## src/rtl/cipher_stream_ctrl.sv

```systemverilog
// cipher_stream_ctrl
//   Byte-serial front end for a combinational MSG_LEN-byte cipher core.
//   Input bytes are collected into a block buffer. Lowercase letters are
//   folded to uppercase for encrypt messages when NORM_UPPER is set. A short
//   message is filled with PAD_CHAR. The buffer is held on the core inputs
//   for CORE_LAT cycles, then the core result is captured and streamed out
//   one byte at a time.
//
// Ports
//   clk, rst          : clock, asynchronous active-high reset
//   mode              : 0 = encrypt, 1 = decrypt, taken with the first byte
//   in_data/in_valid/in_last/in_ready : byte-serial input stream
//   core_text_in      : registered block buffer to the core, byte i at [8i+7:8i]
//   core_mode         : mode of the block currently held by the controller
//   core_text_out     : core result, same byte packing
//   out_data/out_valid/out_last/out_ready : byte-serial output stream
//   busy              : low only when idle in LOAD with nothing collected
//   msg_count         : number of fully drained blocks, wraps at 16 bits
module cipher_stream_ctrl #(
  parameter int unsigned MSG_LEN    = 6,
  parameter int unsigned SEC_LEN    = 3,
  parameter int unsigned CORE_LAT   = 2,
  parameter bit          NORM_UPPER = 1'b1,
  parameter logic [7:0]  PAD_CHAR   = 8'h58
) (
  input  logic                   clk,
  input  logic                   rst,
  input  logic                   mode,
  input  logic [7:0]             in_data,
  input  logic                   in_valid,
  input  logic                   in_last,
  output logic                   in_ready,
  output logic [8*MSG_LEN-1:0]   core_text_in,
  output logic                   core_mode,
  input  logic [8*MSG_LEN-1:0]   core_text_out,
  output logic [7:0]             out_data,
  output logic                   out_valid,
  output logic                   out_last,
  input  logic                   out_ready,
  output logic                   busy,
  output logic [15:0]            msg_count
);

  localparam int unsigned IDX_W = (MSG_LEN > 2) ? $clog2(MSG_LEN) : 1;
  localparam int unsigned CNT_W = (CORE_LAT > 1) ? $clog2(CORE_LAT + 1) : 1;
  localparam logic [IDX_W-1:0] LAST_IDX  = IDX_W'(MSG_LEN - 1);
  localparam logic [CNT_W-1:0] WAIT_INIT = CNT_W'(CORE_LAT - 1);

  // SEC_LEN belongs to the core instance; it is only range-checked here.
  if (MSG_LEN < 2 || CORE_LAT < 1 || SEC_LEN < 1) begin : g_param_check
    $error("cipher_stream_ctrl: MSG_LEN must be >= 2, CORE_LAT and SEC_LEN >= 1");
  end

  typedef enum logic [1:0] {
    LOAD  = 2'd0,
    WAIT  = 2'd1,
    DRAIN = 2'd2
  } state_t;

  state_t               state;
  state_t               state_next;
  logic [IDX_W-1:0]     wr_idx;
  logic [IDX_W-1:0]     rd_idx;
  logic [CNT_W-1:0]     wait_cnt;
  logic [8*MSG_LEN-1:0] buffer;
  logic [8*MSG_LEN-1:0] result;

  logic                 accept;
  logic                 load_done;
  logic                 wait_done;
  logic                 drain_hs;
  logic                 msg_mode;
  logic [7:0]           in_byte;

  // The core only ever sees the registered buffer, never in_data directly.
  assign core_text_in = buffer;

  // The first byte of a message carries the live mode input; later bytes
  // follow the mode latched with that first byte.
  assign msg_mode = (wr_idx == '0) ? mode : core_mode;

  // Case folding for encrypt messages; decrypt input is passed untouched.
  always_comb begin
    in_byte = in_data;
    if (NORM_UPPER && !msg_mode && (in_data >= 8'h61) && (in_data <= 8'h7A)) begin
      in_byte = in_data - 8'd32;
    end
  end

  // State register.
  always_ff @(posedge clk or posedge rst) begin
    if (rst) begin
      state <= LOAD;
    end else begin
      state <= state_next;
    end
  end

  // Next-state decode and handshake strobes. Load and drain never overlap.
  always_comb begin
    state_next = state;
    in_ready   = 1'b0;
    out_valid  = 1'b0;
    out_last   = 1'b0;
    busy       = 1'b1;
    accept     = 1'b0;
    load_done  = 1'b0;
    wait_done  = 1'b0;
    drain_hs   = 1'b0;
    unique case (state)
      LOAD: begin
        in_ready  = 1'b1;
        busy      = (wr_idx != '0);
        accept    = in_valid;
        load_done = in_valid && (in_last || (wr_idx == LAST_IDX));
        if (load_done) begin
          state_next = WAIT;
        end
      end
      WAIT: begin
        wait_done = (wait_cnt == '0);
        if (wait_done) begin
          state_next = DRAIN;
        end
      end
      DRAIN: begin
        out_valid = 1'b1;
        out_last  = (rd_idx == LAST_IDX);
        drain_hs  = out_ready;
        if (out_ready && (rd_idx == LAST_IDX)) begin
          state_next = LOAD;
        end
      end
      default: begin
        state_next = LOAD;
      end
    endcase
  end

  // Output byte select; zero whenever nothing is being offered.
  always_comb begin
    out_data = '0;
    if (state == DRAIN) begin
      for (int i = 0; i < MSG_LEN; i++) begin
        if (IDX_W'(i) == rd_idx) begin
          out_data = result[8*i +: 8];
        end
      end
    end
  end

  // Datapath: buffer fill with padding, settle countdown, result capture,
  // drain pointer and completed-block counter.
  always_ff @(posedge clk or posedge rst) begin
    if (rst) begin
      wr_idx    <= '0;
      rd_idx    <= '0;
      wait_cnt  <= '0;
      buffer    <= '0;
      result    <= '0;
      core_mode <= 1'b0;
      msg_count <= '0;
    end else begin
      if (accept) begin
        if (wr_idx == '0) begin
          core_mode <= mode;
        end
        // Slots above the closing byte are padded on the same edge.
        for (int i = 0; i < MSG_LEN; i++) begin
          if (IDX_W'(i) == wr_idx) begin
            buffer[8*i +: 8] <= in_byte;
          end else if (load_done && (IDX_W'(i) > wr_idx)) begin
            buffer[8*i +: 8] <= PAD_CHAR;
          end
        end
        if (load_done) begin
          wr_idx   <= '0;
          wait_cnt <= WAIT_INIT;
        end else begin
          wr_idx <= wr_idx + 1'b1;
        end
      end

      if (state == WAIT) begin
        if (wait_done) begin
          result <= core_text_out;
          rd_idx <= '0;
        end else begin
          wait_cnt <= wait_cnt - 1'b1;
        end
      end

      if (drain_hs) begin
        if (rd_idx == LAST_IDX) begin
          msg_count <= msg_count + 16'd1;
        end else begin
          rd_idx <= rd_idx + 1'b1;
        end
      end
    end
  end

endmodule
```

## config.mk

```make
export PLATFORM = sky130hd
export DESIGN_NAME = cipher_stream_ctrl
export DESIGN_NICKNAME = d
export VERILOG_FILES = /design/src/rtl/cipher_stream_ctrl.sv
export SDC_FILE = /design/constraint.sdc
export NUM_CORES = 1
export LEC_CHECK = 0
export BUFFER_PORTS_ARGS = -buffer_cell sky130_fd_sc_hd__buf_2
export CAP_MARGIN = 20
export CORE_MARGIN = 2
export CORE_UTILIZATION = 57
export DETAILED_ROUTE_END_ITERATION = 8
export PLACE_DENSITY = 0.89
export SYNTH_ARGS = -nofsm -noshare
export SYNTH_HDL_FRONTEND = slang
export SYNTH_SLANG_ARGS = --single-unit
```

## constraint.sdc

```tcl
create_clock -name clk -period 6.88 [get_ports clk]
set_input_delay 1.376 -clock clk [delete_from_list [all_inputs] [get_ports clk]]
set_output_delay 1.376 -clock clk [all_outputs]
set_load 0.03 [all_outputs]
```

==> out/results.ini <==
[run_status]
run_status=completed

[synthesis]
synth_flop_cell=dfrtp_1
synth_area_per_cell_um2=11.6
syn-cell-area_mm2=0.00558
ys_async_sr_fraction=1.00
synth_nets=552
synth_cells=479
synth_seq_cells=123
synth_seq_area_share=0.552
synth-edff-count=0
yosysUniqueCellTypes=52
yosys_warnings=0

[placed_design]
dp.cells=728
numPortBuffers=138
place.gp.congestion=0.912
hpwl_um=9700

[cells_and_area]
regArea_mm2=0.00308
final_nets=688
diodes=0
layout.cells.non_filler=761
multi_input_area_mm2=0.00230
n_fill_cell=686
drive_gt1_frac=0.379
syn_to_final_growth_pct=24.6

[sta]
timing.final.hold_violations=0
min_period_ns=3.93
tns_ns=0
maxSlewHeadroom=0.513
timing.hold.ws_ns=0.466
max_freq_ghz=0.254
fin_crit_sh=0.571
worstMarginPinSlew_ns=0.731
final-setup-viol-count=0
skew_ns=0.00987
slew_viol_final=0
rsz0062_at_grt=no

[global_routing]
antenna_found_initial=0
grt_first_pass_wirelength_um=21200
grt_pass1_vias=4337
gr-total-overflow=0
grt_max_degree=82
grt.total_usage=0.262

[power_and_ir_drop]
irDropWorstVdd_mv=0.339
leakage_nw=3.35
p_per_area_mw_per_mm2=464

[cts]
tritoncts=built
cts_buffers=17
clk_pin_slew_ns=0.06
cts_setup_buffers=0
h-tree-depth=4
clkLatencyLatePin_ns=0.50
cts-root-buf=clkbuf_8
cts-resized-gates=0
cts-hold-fix-buffers=0
cts.sinks=123
cts_max_path_buffers=2

[run]
maxCapViolCount=0

[route]
drtPass1Iterations=5
drt_iter0_markers=254
wl_per_cell_um=18.0
vias=4333
avgViaCountPerCell=5.69
wirelength_um=13700
postRouteAntennaNets=0
drc_errors=0

[setup_path]
critPathMaxFanout=19
path_class=register to primary output
critPathCaptureType=primary output
cp.required_ns=5.50
start_kind=register
cp.arrival_ns=2.55

[floorplan]
core_area_mm2=0.00964
rows=36
num_io_pins=139
dieWidth_um=103
die_h_um=103
die_area_mm2=0.0106
start_util=0.579

[hold_path]
hp-class=register to register

-- cells in the final DEF, fill, tap and decap left out, types with 8 or more instances in the layout --
cell type  count
a21oi_1       16
nand3_1       16
ha_1          11
dfrtp_1      123
o221ai_1       9
clkbuf_16     16
mux2_2        50
nand2b_1      10
a22o_1        16
nor2_1        11
o21ai_1        9
inv_1         17
buf_2        138
xor2_1         9
nor3_1         8
nand2_1       52
o21ai_0       20
-- through the flow --
stage | power, mW | utilization | setup WS, ns | cell area, um2
2_1_floorplan | 2.00 | - | 2.23 | 5580
3_3_place_gp | 2.28 | 0.657 | 3.66 | 6340
3_5_place_dp | 2.33 | 0.657 | 3.51 | 6340
4_1_cts | 3.23 | 0.718 | 2.98 | 6920
5_1_grt | 3.38 | 0.721 | 2.83 | 6950
6_report | 3.22 | 0.721 | 2.95 | 6950
-- flip-flops by register name, summed over array words and instances (netlist names) --
name / count
result: 48
wr_idx: 3
msg_count: 16
wait_cnt: 2
state: 2
core_mode: 1
rd_idx: 3
core_text_in: 48
-- power breakdown --
group          switching, mW  leakage, nW  internal (mW)  total, mW
clock                  0.342        0.284          0.533      0.875
sequential             0.218         1.50          0.996       1.21
combinational          0.674         1.56          0.462       1.14
total                   1.23         3.35           1.99       3.22
-- synthesized netlist by cell type, drive strengths merged, types with 2 or more instances --
master	instances	area [um2]
a31oi	4	25.0
nor3	8	40.0
o21a	4	30.0
xnor2	6	52.6
ha	11	138
a221o	4	40.0
o22a	10	93.8
nand3	16	80.1
nand2	52	195
nand4	3	18.8
o221ai	9	78.8
inv	18	67.6
nor2	11	41.3
nor2b	3	18.8
a22o	16	140
nor4	2	12.5
nand2b	10	62.6
xor2	9	78.8
and2	6	37.5
o2bb2ai	3	26.3
a21oi	16	80.1
mux2	50	563
nand3b	2	15.0
a32oi	5	43.8
buf	16	95.1
dfrtp	123	3080
o21ai	29	145
and3	3	18.8
clkbuf	10	37.5
nor3b	3	22.5
-- final timing paths --
path,slack (ns),from,end,cells after the start
hold / removal,0.47,core_text_in[33]$_DFFE_PP0P_,core_text_in[33]$_DFFE_PP0P_,2
setup / recovery,2.95,rd_idx[1]$_DFF_PP0_,out_data[5],7
min in group asynchronous,0.91,rst,msg_count[15]$_DFFE_PP0P_,2
max in group asynchronous,5.01,rst,result[0]$_DFFE_PP0P_,4
setup reg to reg,4.36,wr_idx[0]$_DFFE_PP0P_,core_text_in[37]$_DFFE_PP0P_,6
hold reg to reg,0.47,core_text_in[33]$_DFFE_PP0P_,core_text_in[33]$_DFFE_PP0P_,2
-- worst max-delay path, stage by stage (launching register included) --
cell	delay (ns)
dfrtp_1	0.42
inv_1	0.10
ha_1	0.57
nor2b_1	0.19
a221o_1	0.37
nand3_1	0.10
a31oi_1	0.10
buf_2	0.21
-- final cells by class --
cell class                 count  area share
clock buffer                  18      0.0616
clock inverter                14      0.0229
timing repair buffer         143       0.108
multi-input combinational    312       0.331
sequential                   123       0.443
tap                          133      0.0239
inverter                      18      0.0101
-- per-layer routing --
layer / global-route usage / wire, um
met5: 0 / 0
met3: 0.0583 / 820
met4: 0.104 / 264
met2: 0.408 / 6710
met1: 0.361 / 5880
-- logic make-up (layout without fill, tap and decap cells) --
logic type / Yosys count / in the layout / synth area share
adders and majority gates: 11 / 11 / 0.0247
xor gates and xnor gates: 15 / 15 / 0.0235
buffers and inverters: 44 / 193 / 0.0359
and+or+nand+nor: 126 / 126 / 0.114
DFF: 123 / 123 / 0.552
muxes: 51 / 51 / 0.103
AOI/OAI and AO/OA: 109 / 109 / 0.147
Note: power is estimated with default switching activity, not from simulation.
